<file path="src/rtl/lsu_pkg.sv">
`default_nettype none
// =====================================================================
// Module   : lsu_pkg
// Summary  : Opcode, FSM state and width definitions for the load/store unit.
// Revision : 1.0 - initial release
// =====================================================================
package lsu_pkg;

    localparam int WORD_W = 32;
    localparam int OP_W   = 3;
    localparam int ST_W   = 2;

    localparam logic [OP_W-1:0] OP_LW  = 3'd0;
    localparam logic [OP_W-1:0] OP_LH  = 3'd1;
    localparam logic [OP_W-1:0] OP_LHU = 3'd2;
    localparam logic [OP_W-1:0] OP_LB  = 3'd3;
    localparam logic [OP_W-1:0] OP_LBU = 3'd4;
    localparam logic [OP_W-1:0] OP_SW  = 3'd5;
    localparam logic [OP_W-1:0] OP_SH  = 3'd6;
    localparam logic [OP_W-1:0] OP_SB  = 3'd7;

    localparam logic [ST_W-1:0] IDLE   = 2'd0;
    localparam logic [ST_W-1:0] RMW_WR = 2'd1;
    localparam logic [ST_W-1:0] RESP   = 2'd2;

    function automatic logic op_is_rmw(input logic [OP_W-1:0] op);
        return (op == OP_SH) || (op == OP_SB);
    endfunction

endpackage
`default_nettype wire

</file>
<file path="src/rtl/lsu_mem_ctrl_if.sv">
`default_nettype none
// =====================================================================
// Module   : lsu_mem_ctrl_if
// Summary  : Pipeline request/response and data-memory signals of the LSU.
// Revision : 1.0 - initial release
// =====================================================================
interface lsu_mem_ctrl_if
    import lsu_pkg::*;
#(
    parameter int ADDR_W = 32
);
    logic              req_valid;
    logic [OP_W-1:0]   req_op;
    logic [ADDR_W-1:0] req_addr;
    logic [WORD_W-1:0] req_wdata;
    logic [WORD_W-1:0] req_pc;
    logic              busy;
    logic              done;
    logic [WORD_W-1:0] load_data;
    logic              misalign;
    logic [ADDR_W-1:0] dm_addr;
    logic [WORD_W-1:0] dm_wdata;
    logic              dm_we;
    logic [WORD_W-1:0] dm_rdata;

    modport master (
        output req_valid, req_op, req_addr, req_wdata, req_pc, dm_rdata,
        input  busy, done, load_data, misalign, dm_addr, dm_wdata, dm_we
    );

    modport slave (
        input  req_valid, req_op, req_addr, req_wdata, req_pc, dm_rdata,
        output busy, done, load_data, misalign, dm_addr, dm_wdata, dm_we
    );
endinterface
`default_nettype wire

</file>
<file path="src/rtl/lsu_lane_unit.sv">
`default_nettype none
// =====================================================================
// Module   : lsu_lane_unit
// Summary  : Combinational lane logic: load extract/extend, store merge, misalign detect.
// Revision : 1.0 - initial release
// =====================================================================
module lsu_lane_unit
    import lsu_pkg::*;
(
    input  logic [OP_W-1:0]   op_i,
    input  logic [1:0]        off_i,
    input  logic [WORD_W-1:0] rdata_i,
    input  logic [WORD_W-1:0] wdata_i,
    output logic [WORD_W-1:0] load_o,
    output logic [WORD_W-1:0] merged_o,
    output logic              misalign_o
);
    logic [4:0]        w_byte_sh;
    logic [4:0]        w_half_sh;
    logic [7:0]        w_byte;
    logic [15:0]       w_half;
    logic [WORD_W-1:0] w_byte_mask;
    logic [WORD_W-1:0] w_half_mask;

    assign w_byte_sh   = {off_i, 3'b000};
    assign w_half_sh   = {off_i[1], 4'b0000};
    assign w_byte      = 8'(rdata_i >> w_byte_sh);
    assign w_half      = 16'(rdata_i >> w_half_sh);
    assign w_byte_mask = 32'h0000_00FF << w_byte_sh;
    assign w_half_mask = 32'h0000_FFFF << w_half_sh;

    always_comb begin
        load_o = '0;
        case (op_i)
            OP_LW:   load_o = rdata_i;
            OP_LH:   load_o = {{16{w_half[15]}}, w_half};
            OP_LHU:  load_o = {16'h0000, w_half};
            OP_LB:   load_o = {{24{w_byte[7]}}, w_byte};
            OP_LBU:  load_o = {24'h00_0000, w_byte};
            default: load_o = '0;
        endcase
    end

    always_comb begin
        merged_o = wdata_i;
        case (op_i)
            OP_SB:   merged_o = (rdata_i & ~w_byte_mask) | ({24'h00_0000, wdata_i[7:0]} << w_byte_sh);
            OP_SH:   merged_o = (rdata_i & ~w_half_mask) | ({16'h0000, wdata_i[15:0]} << w_half_sh);
            default: merged_o = wdata_i;
        endcase
    end

    always_comb begin
        misalign_o = 1'b0;
        case (op_i)
            OP_LW, OP_SW:         misalign_o = |off_i;
            OP_LH, OP_LHU, OP_SH: misalign_o = off_i[0];
            default:              misalign_o = 1'b0;
        endcase
    end
endmodule
`default_nettype wire

</file>
<file path="src/rtl/lsu_mem_ctrl.sv">
`default_nettype none
// =====================================================================
// Module   : lsu_mem_ctrl
// Summary  : MEM-stage load/store initiator for a word-only data memory; SB/SH via RMW.
//            Define LSU_TRACE_EN to print every memory write.
// Revision : 1.0 - initial release
// =====================================================================
module lsu_mem_ctrl
    import lsu_pkg::*;
#(
    parameter int ADDR_W   = 32,
    parameter int DM_WORDS = 1024
) (
    input  logic          clk,
    input  logic          reset,
    lsu_mem_ctrl_if.slave bus
);
    // Only the index bits the memory decodes are held across the RMW write cycle.
    localparam int IDX_W = (DM_WORDS > 1) ? $clog2(DM_WORDS) : 1;

    logic [ST_W-1:0]   state_q, state_d;
    logic              done_q, done_d;
    logic              misalign_q, misalign_d;
    logic [WORD_W-1:0] load_data_q, load_data_d;
    logic [IDX_W-1:0]  rmw_idx_q, rmw_idx_d;
    logic [WORD_W-1:0] rmw_data_q, rmw_data_d;

    logic              w_accept;
    logic              w_is_load;
    logic              w_is_sw;
    logic              w_is_rmw;
    logic              w_misalign;
    logic [WORD_W-1:0] w_load_ext;
    logic [WORD_W-1:0] w_merged;

    assign w_accept  = bus.req_valid && (state_q != RMW_WR);
    assign w_is_load = (bus.req_op <= OP_LBU);
    assign w_is_sw   = (bus.req_op == OP_SW);
    assign w_is_rmw  = op_is_rmw(bus.req_op);

    lsu_lane_unit u_lane (
        .op_i       (bus.req_op),
        .off_i      (bus.req_addr[1:0]),
        .rdata_i    (bus.dm_rdata),
        .wdata_i    (bus.req_wdata),
        .load_o     (w_load_ext),
        .merged_o   (w_merged),
        .misalign_o (w_misalign)
    );

    always_ff @(posedge clk or posedge reset) begin
        if (reset) begin
            state_q <= IDLE;
        end else begin
            state_q <= state_d;
        end
    end

    always_comb begin
        state_d = IDLE;
        if (state_q != RMW_WR && w_accept) begin
            state_d = (w_is_rmw && !w_misalign) ? RMW_WR : RESP;
        end
    end

    always_comb begin
        bus.busy     = (state_q == RMW_WR);
        bus.dm_we    = 1'b0;
        bus.dm_addr  = '0;
        bus.dm_wdata = '0;
        done_d       = 1'b0;
        misalign_d   = 1'b0;
        load_data_d  = '0;
        rmw_idx_d    = rmw_idx_q;
        rmw_data_d   = rmw_data_q;
        if (state_q == RMW_WR) begin
            bus.dm_we    = 1'b1;
            bus.dm_addr  = ADDR_W'({rmw_idx_q, 2'b00});
            bus.dm_wdata = rmw_data_q;
            done_d       = 1'b1;
        end else if (w_accept) begin
            bus.dm_addr = {bus.req_addr[ADDR_W-1:2], 2'b00};
            done_d      = !w_is_rmw || w_misalign;
            misalign_d  = w_misalign;
            if (!w_misalign) begin
                if (w_is_load) begin
                    load_data_d = w_load_ext;
                end
                if (w_is_sw) begin
                    bus.dm_we    = 1'b1;
                    bus.dm_wdata = bus.req_wdata;
                end
                if (w_is_rmw) begin
                    rmw_idx_d  = bus.req_addr[IDX_W+1:2];
                    rmw_data_d = w_merged;
                end
            end
        end
    end

    always_ff @(posedge clk or posedge reset) begin
        if (reset) begin
            done_q      <= 1'b0;
            misalign_q  <= 1'b0;
            load_data_q <= '0;
            rmw_idx_q   <= '0;
            rmw_data_q  <= '0;
        end else begin
            done_q      <= done_d;
            misalign_q  <= misalign_d;
            load_data_q <= load_data_d;
            rmw_idx_q   <= rmw_idx_d;
            rmw_data_q  <= rmw_data_d;
        end
    end

    assign bus.done      = done_q;
    assign bus.misalign  = misalign_q;
    assign bus.load_data = load_data_q;

`ifdef LSU_TRACE_EN
    logic [ADDR_W-1:0] trace_addr_q;
    logic [WORD_W-1:0] trace_pc_q;

    always_ff @(posedge clk or posedge reset) begin
        if (reset) begin
            trace_addr_q <= '0;
            trace_pc_q   <= '0;
        end else if (w_accept && w_is_rmw && !w_misalign) begin
            trace_addr_q <= bus.req_addr;
            trace_pc_q   <= bus.req_pc;
        end
    end

    always @(posedge clk) begin
        if (bus.dm_we) begin
            if (state_q == RMW_WR) begin
                $display("%0t@%h: *%h <= %h", $time, trace_pc_q, trace_addr_q, bus.dm_wdata);
            end else begin
                $display("%0t@%h: *%h <= %h", $time, bus.req_pc, bus.req_addr, bus.dm_wdata);
            end
        end
    end
`else
    logic w_unused_pc;
    assign w_unused_pc = ^bus.req_pc;
`endif
endmodule
`default_nettype wire

</file>
<file path="src/flat_wrapper.sv">
// flat-port wrapper written by rule: the top's interface ports become plain ports
module lsu_mem_ctrl_flat import lsu_pkg::*;
#(
    parameter int ADDR_W   = 32,
    parameter int DM_WORDS = 1024
)
  (clk, reset, bus_req_valid, bus_req_op, bus_req_addr, bus_req_wdata, bus_req_pc, bus_dm_rdata, bus_busy, bus_done, bus_load_data, bus_misalign, bus_dm_addr, bus_dm_wdata, bus_dm_we);
  lsu_mem_ctrl_if #(.ADDR_W(ADDR_W)) bus_i ();
  input  logic clk;
  input  logic reset;
  input wire logic [$bits(bus_i.req_valid)-1:0] bus_req_valid;
  input wire logic [$bits(bus_i.req_op)-1:0] bus_req_op;
  input wire logic [$bits(bus_i.req_addr)-1:0] bus_req_addr;
  input wire logic [$bits(bus_i.req_wdata)-1:0] bus_req_wdata;
  input wire logic [$bits(bus_i.req_pc)-1:0] bus_req_pc;
  input wire logic [$bits(bus_i.dm_rdata)-1:0] bus_dm_rdata;
  output wire logic [$bits(bus_i.busy)-1:0] bus_busy;
  output wire logic [$bits(bus_i.done)-1:0] bus_done;
  output wire logic [$bits(bus_i.load_data)-1:0] bus_load_data;
  output wire logic [$bits(bus_i.misalign)-1:0] bus_misalign;
  output wire logic [$bits(bus_i.dm_addr)-1:0] bus_dm_addr;
  output wire logic [$bits(bus_i.dm_wdata)-1:0] bus_dm_wdata;
  output wire logic [$bits(bus_i.dm_we)-1:0] bus_dm_we;
  assign bus_i.req_valid = bus_req_valid;
  assign bus_i.req_op = bus_req_op;
  assign bus_i.req_addr = bus_req_addr;
  assign bus_i.req_wdata = bus_req_wdata;
  assign bus_i.req_pc = bus_req_pc;
  assign bus_i.dm_rdata = bus_dm_rdata;
  assign bus_busy = bus_i.busy;
  assign bus_done = bus_i.done;
  assign bus_load_data = bus_i.load_data;
  assign bus_misalign = bus_i.misalign;
  assign bus_dm_addr = bus_i.dm_addr;
  assign bus_dm_wdata = bus_i.dm_wdata;
  assign bus_dm_we = bus_i.dm_we;
  lsu_mem_ctrl #(.ADDR_W(ADDR_W), .DM_WORDS(DM_WORDS)) u_core (.clk(clk), .reset(reset), .bus(bus_i));
endmodule
</file>
<file path="config.mk">
export PLATFORM = sky130hd
export DESIGN_NAME = lsu_mem_ctrl_flat
export DESIGN_NICKNAME = d
export VERILOG_FILES = /design/src/rtl/lsu_pkg.sv /design/src/rtl/lsu_mem_ctrl_if.sv /design/src/rtl/lsu_lane_unit.sv /design/src/rtl/lsu_mem_ctrl.sv /design/src/flat_wrapper.sv
export SDC_FILE = /design/constraint.sdc
export NUM_CORES = 1
export LEC_CHECK = 0
export ABC_AREA = 1
export CORE_MARGIN = 2
export CORE_UTILIZATION = 44
export DETAILED_ROUTE_END_ITERATION = 10
export PLACE_DENSITY = 0.79
export SLEW_MARGIN = 20
export SYNTH_ARGS = -nofsm -noshare
export SYNTH_HDL_FRONTEND = slang
export SYNTH_SLANG_ARGS = --single-unit
</file>
<file path="constraint.sdc">
create_clock -name clk -period 2.6 [get_ports clk]
set_input_delay 0.39 -clock clk [delete_from_list [all_inputs] [get_ports clk]]
set_output_delay 0.39 -clock clk [all_outputs]
set_load 0.005 [all_outputs]
</file>
==> results_dict.tcl <==
set metrics [dict create \
    clkLatencyLatePin_ns 0.34 \
    setup_violations 0 \
    synth_adder_area_share 0 \
    synth.avg_cell_area_um2 6.08 \
    slew_headroom 0.551 \
    synthSimpleGateAreaFrac 0.403 \
    clkTransAtPathRegs_ns 0.06 \
    drive_above_1_share 0.0602 \
    ant_nets 0 \
    power.total_mw 3.67 \
    grt_pass1_vias 5862 \
    htree_levels 3 \
    synth_cell_type_count 30 \
    ys.flop_type "dfrtp_1" \
    synth_top_family_by_area "simple AND/OR/NAND/NOR gates" \
    overflow 0 \
    cts_buffer_depth 2 \
    path_cells "clkdlybuf4s50_1 -> nand3_2 -> nor3_4 -> buf_4 -> clkbuf_16 -> nand3_1 -> nand2_1 -> clkdlybuf4s50_1" \
    cts.sinks 78 \
    die-area_um2 13500 \
    cts_root_buf "clkbuf_16" \
    synth_mux_area_frac 0 \
    cts_hold_buf 0 \
    multi_input_comb_area_um2 3000 \
    yosysSeqAreaShare 0.353 \
    layout_worst_path_cycle_share 0.986 \
    final_nets 1226 \
    wl_met1_um 7650 \
    grt_max_degree 79 \
    synth_compound_area_frac 0.136 \
    r2r_end "u_core.rmw_data_q[27]$_DFFE_PP0P_" \
    fmax_mhz 390 \
    die_x_um 116 \
    dp_slack_ns -0.0746 \
    synth_area_leaders "dfrtp_1 35%, nand2_1 21%, nor2_1 11%, nand3_1 6.3%, a21oi_1 6.0%" \
    grt_pass1_wl_um 29400 \
    fillers 1106 \
    cp-start-kind "input port" \
    wl_um 19100 \
    async_flop_share 1.00 \
    ioPinCount 234 \
    vias 6611 \
    drt_iter0_markers 822 \
    cts_buffers 9 \
    post-synth-top-count-cell "nand2_1" \
    path_class "in -> out" \
    cts_tree "done" \
    yosys-top-cells-count "303 x nand2_1, 164 x nor2_1, 78 x dfrtp_1" \
    hold_violations 0 \
    report.final.slew_viol_count 0 \
    cap_violations 0 \
    synth_top_cell_by_area "dfrtp_1" \
    insertedDiodeCount 0 \
    topRoutingLayerUsed "met4" \
    initial_core_util 0.456 \
    synth_warnings 0 \
    synth_edf_count 0 \
    wl_per_cell_um 15.1 \
    arrival_ns 2.17 \
    syn-cell-area_um2 5530 \
    die_h_um 116 \
    skew_ns 0.00961 \
    wl_met2_um 8800 \
    cpMaxStageDelayCell "clkdlybuf4s50_1" \
    gp_congestion 0.924 \
    cp-end-kind "output port" \
    rr_worst_depth 9 \
    syn_inst 909 \
    wl_met3_um 1890 \
    cp_num_buf_inv 4 \
    finalCriticalPeriod_ns 2.56 \
    yosys.area_share.xor_xnor 0 \
    cp_max_fo 15 \
    critPathTopFamily "buffers and inverters" \
    rsz0062_at_grt "true" \
    hpwl_um 13900 \
    rows 40 \
    worst_slack_ns 0.0358 \
    status "finished, final reports clean" \
    dpl_cell_area_um2 7680 \
    cpMostUsedCell "clkdlybuf4s50_1" \
    cp_num_cells 8 \
    track_usage 0.276 \
    final_area_um2 8050 \
    powerDensity_nw_per_um2 456 \
    hold_path.class "in -> async" \
    core-area_um2 12100 \
    firstDrtPassIters 6 \
    synth.top_cell.area_share 0.353 \
    antenna_found_initial 0 \
    ir_drop_uv 387 \
    worstPathRequired_ns 2.21 \
    route.detailed.drc 0 \
    numPortBuffers 199 \
    tightest_slew_ns 0.674 \
    leakage_nw 3.93 \
    r2r-start "u_core.state_q[0]$_DFF_PP0_" \
    critPathMaxStageDelay_ns 0.53 \
    vias_per_cell 5.23 \
    areaGrowthSynthToFinish_pct 45.6 \
    r2r_slack_ns 0.85 \
    utilization 0.664 \
    regArea_um2 1950 \
    synth_seq_cells 78 \
]
==> stage by stage <==
step | hold WS (ns) | std cells | TNS [ns]
global placement | 0.466 | 1244 | 0
detailed placement | 0.473 | 1244 | -0.622
global route | 0.512 | 1264 | -0.356
floorplan | 0.449 | 910 | 0
CTS | 0.490 | 1259 | 0
finish | 0.483 | 1264 | 0
==> worst min-delay path: stages <==
cell             delay (ns)
clkdlybuf4s50_1        0.42
inv_2                  0.07
buf_12                 0.35
==> kinds of logic (layout without fill, tap and decap cells) <==
logic type,Yosys count,count (layout)
DFF,78,78
and+or+nand+nor,550,550
AOI/OAI and AO/OA,143,143
buffers and inverters,137,323
other,1,2
==> how the worst max path moves through the flow <==
stage,from,end
floorplan,reset,u_core.bus.done$_DFF_PP0_
global placement,bus_req_addr[0],u_core.bus.load_data[18]$_DFF_PP0_
detailed placement,bus_req_addr[0],u_core.bus.load_data[5]$_DFF_PP0_
CTS,bus_req_op[2],bus_dm_wdata[29]
global route,bus_req_op[2],bus_dm_wdata[14]
finish,bus_req_op[2],bus_dm_wdata[5]
==> layout by cell type (no fill, tap or decap) <==
master           count
nand2_1            303
clkdlybuf4s50_1    194
nor2_1             164
dfrtp_1             78
inv_1               70
nand3_1             69
a21oi_1             66
o21ai_0             54
buf_4               25
o22ai_1             11
clkbuf_16           10
inv_2                6
nor2_4               5
o21ai_1              5
dlymetal6s2s_1       4
buf_12               4
o211ai_1             3
inv_4                2
nand2_2              2
a22oi_1              2
conb_1               2
clkinv_2             2
o211ai_2             1
nand2_4              1
clkinv_1             1
nand3_2              1
nor2_2               1
nand4_4              1
nand4_1              1
nor3_4               1
a31oi_1              1
nor2b_1              1
clkinvlp_4           1
clkbuf_1             1
clkbuf_8             1
bufinv_16            1
buf_2                1
==> flip-flops by register name, summed over array words and instances (netlist names) <==
name                  count
u_core.bus.load_data     32
u_core.rmw_data_q        32
u_core.rmw_idx_q         10
u_core.state_q            2
u_core.bus.done           1
u_core.bus.misalign       1
==> power breakdown <==
group / leakage [nW] / internal [mW] / switching [mW]
combinational: 2.80 / 0.452 / 0.526
clock: 0.141 / 0.761 / 0.485
sequential: 0.995 / 1.37 / 0.0713
==> per-layer routing <==
layer / track usage / up-vias
li1: - / 3207
met1: 0.363 / 2972
met2: 0.438 / 366
met3: 0.0649 / 66
met4: 0.117 / 0
met5: 0 / -
==> layout make-up <==
class                           instances  share of cell area
Multi-Input combinational cell        695               0.373
Clock inverter                          4             0.00591
Clock buffer                           11              0.0302
Inverter                               79              0.0375
Tap cell                              168              0.0261
Timing Repair Buffer                  229               0.285
Sequential cell                        78               0.243
==> timing repair <==
item	in CTS	in global routing
resized for setup	2	5
setup buffers	0	4
gates cloned	0	1
pin swaps	0	0
setup endpoints to repair	12	24
Power figures use the tool's default switching activity.
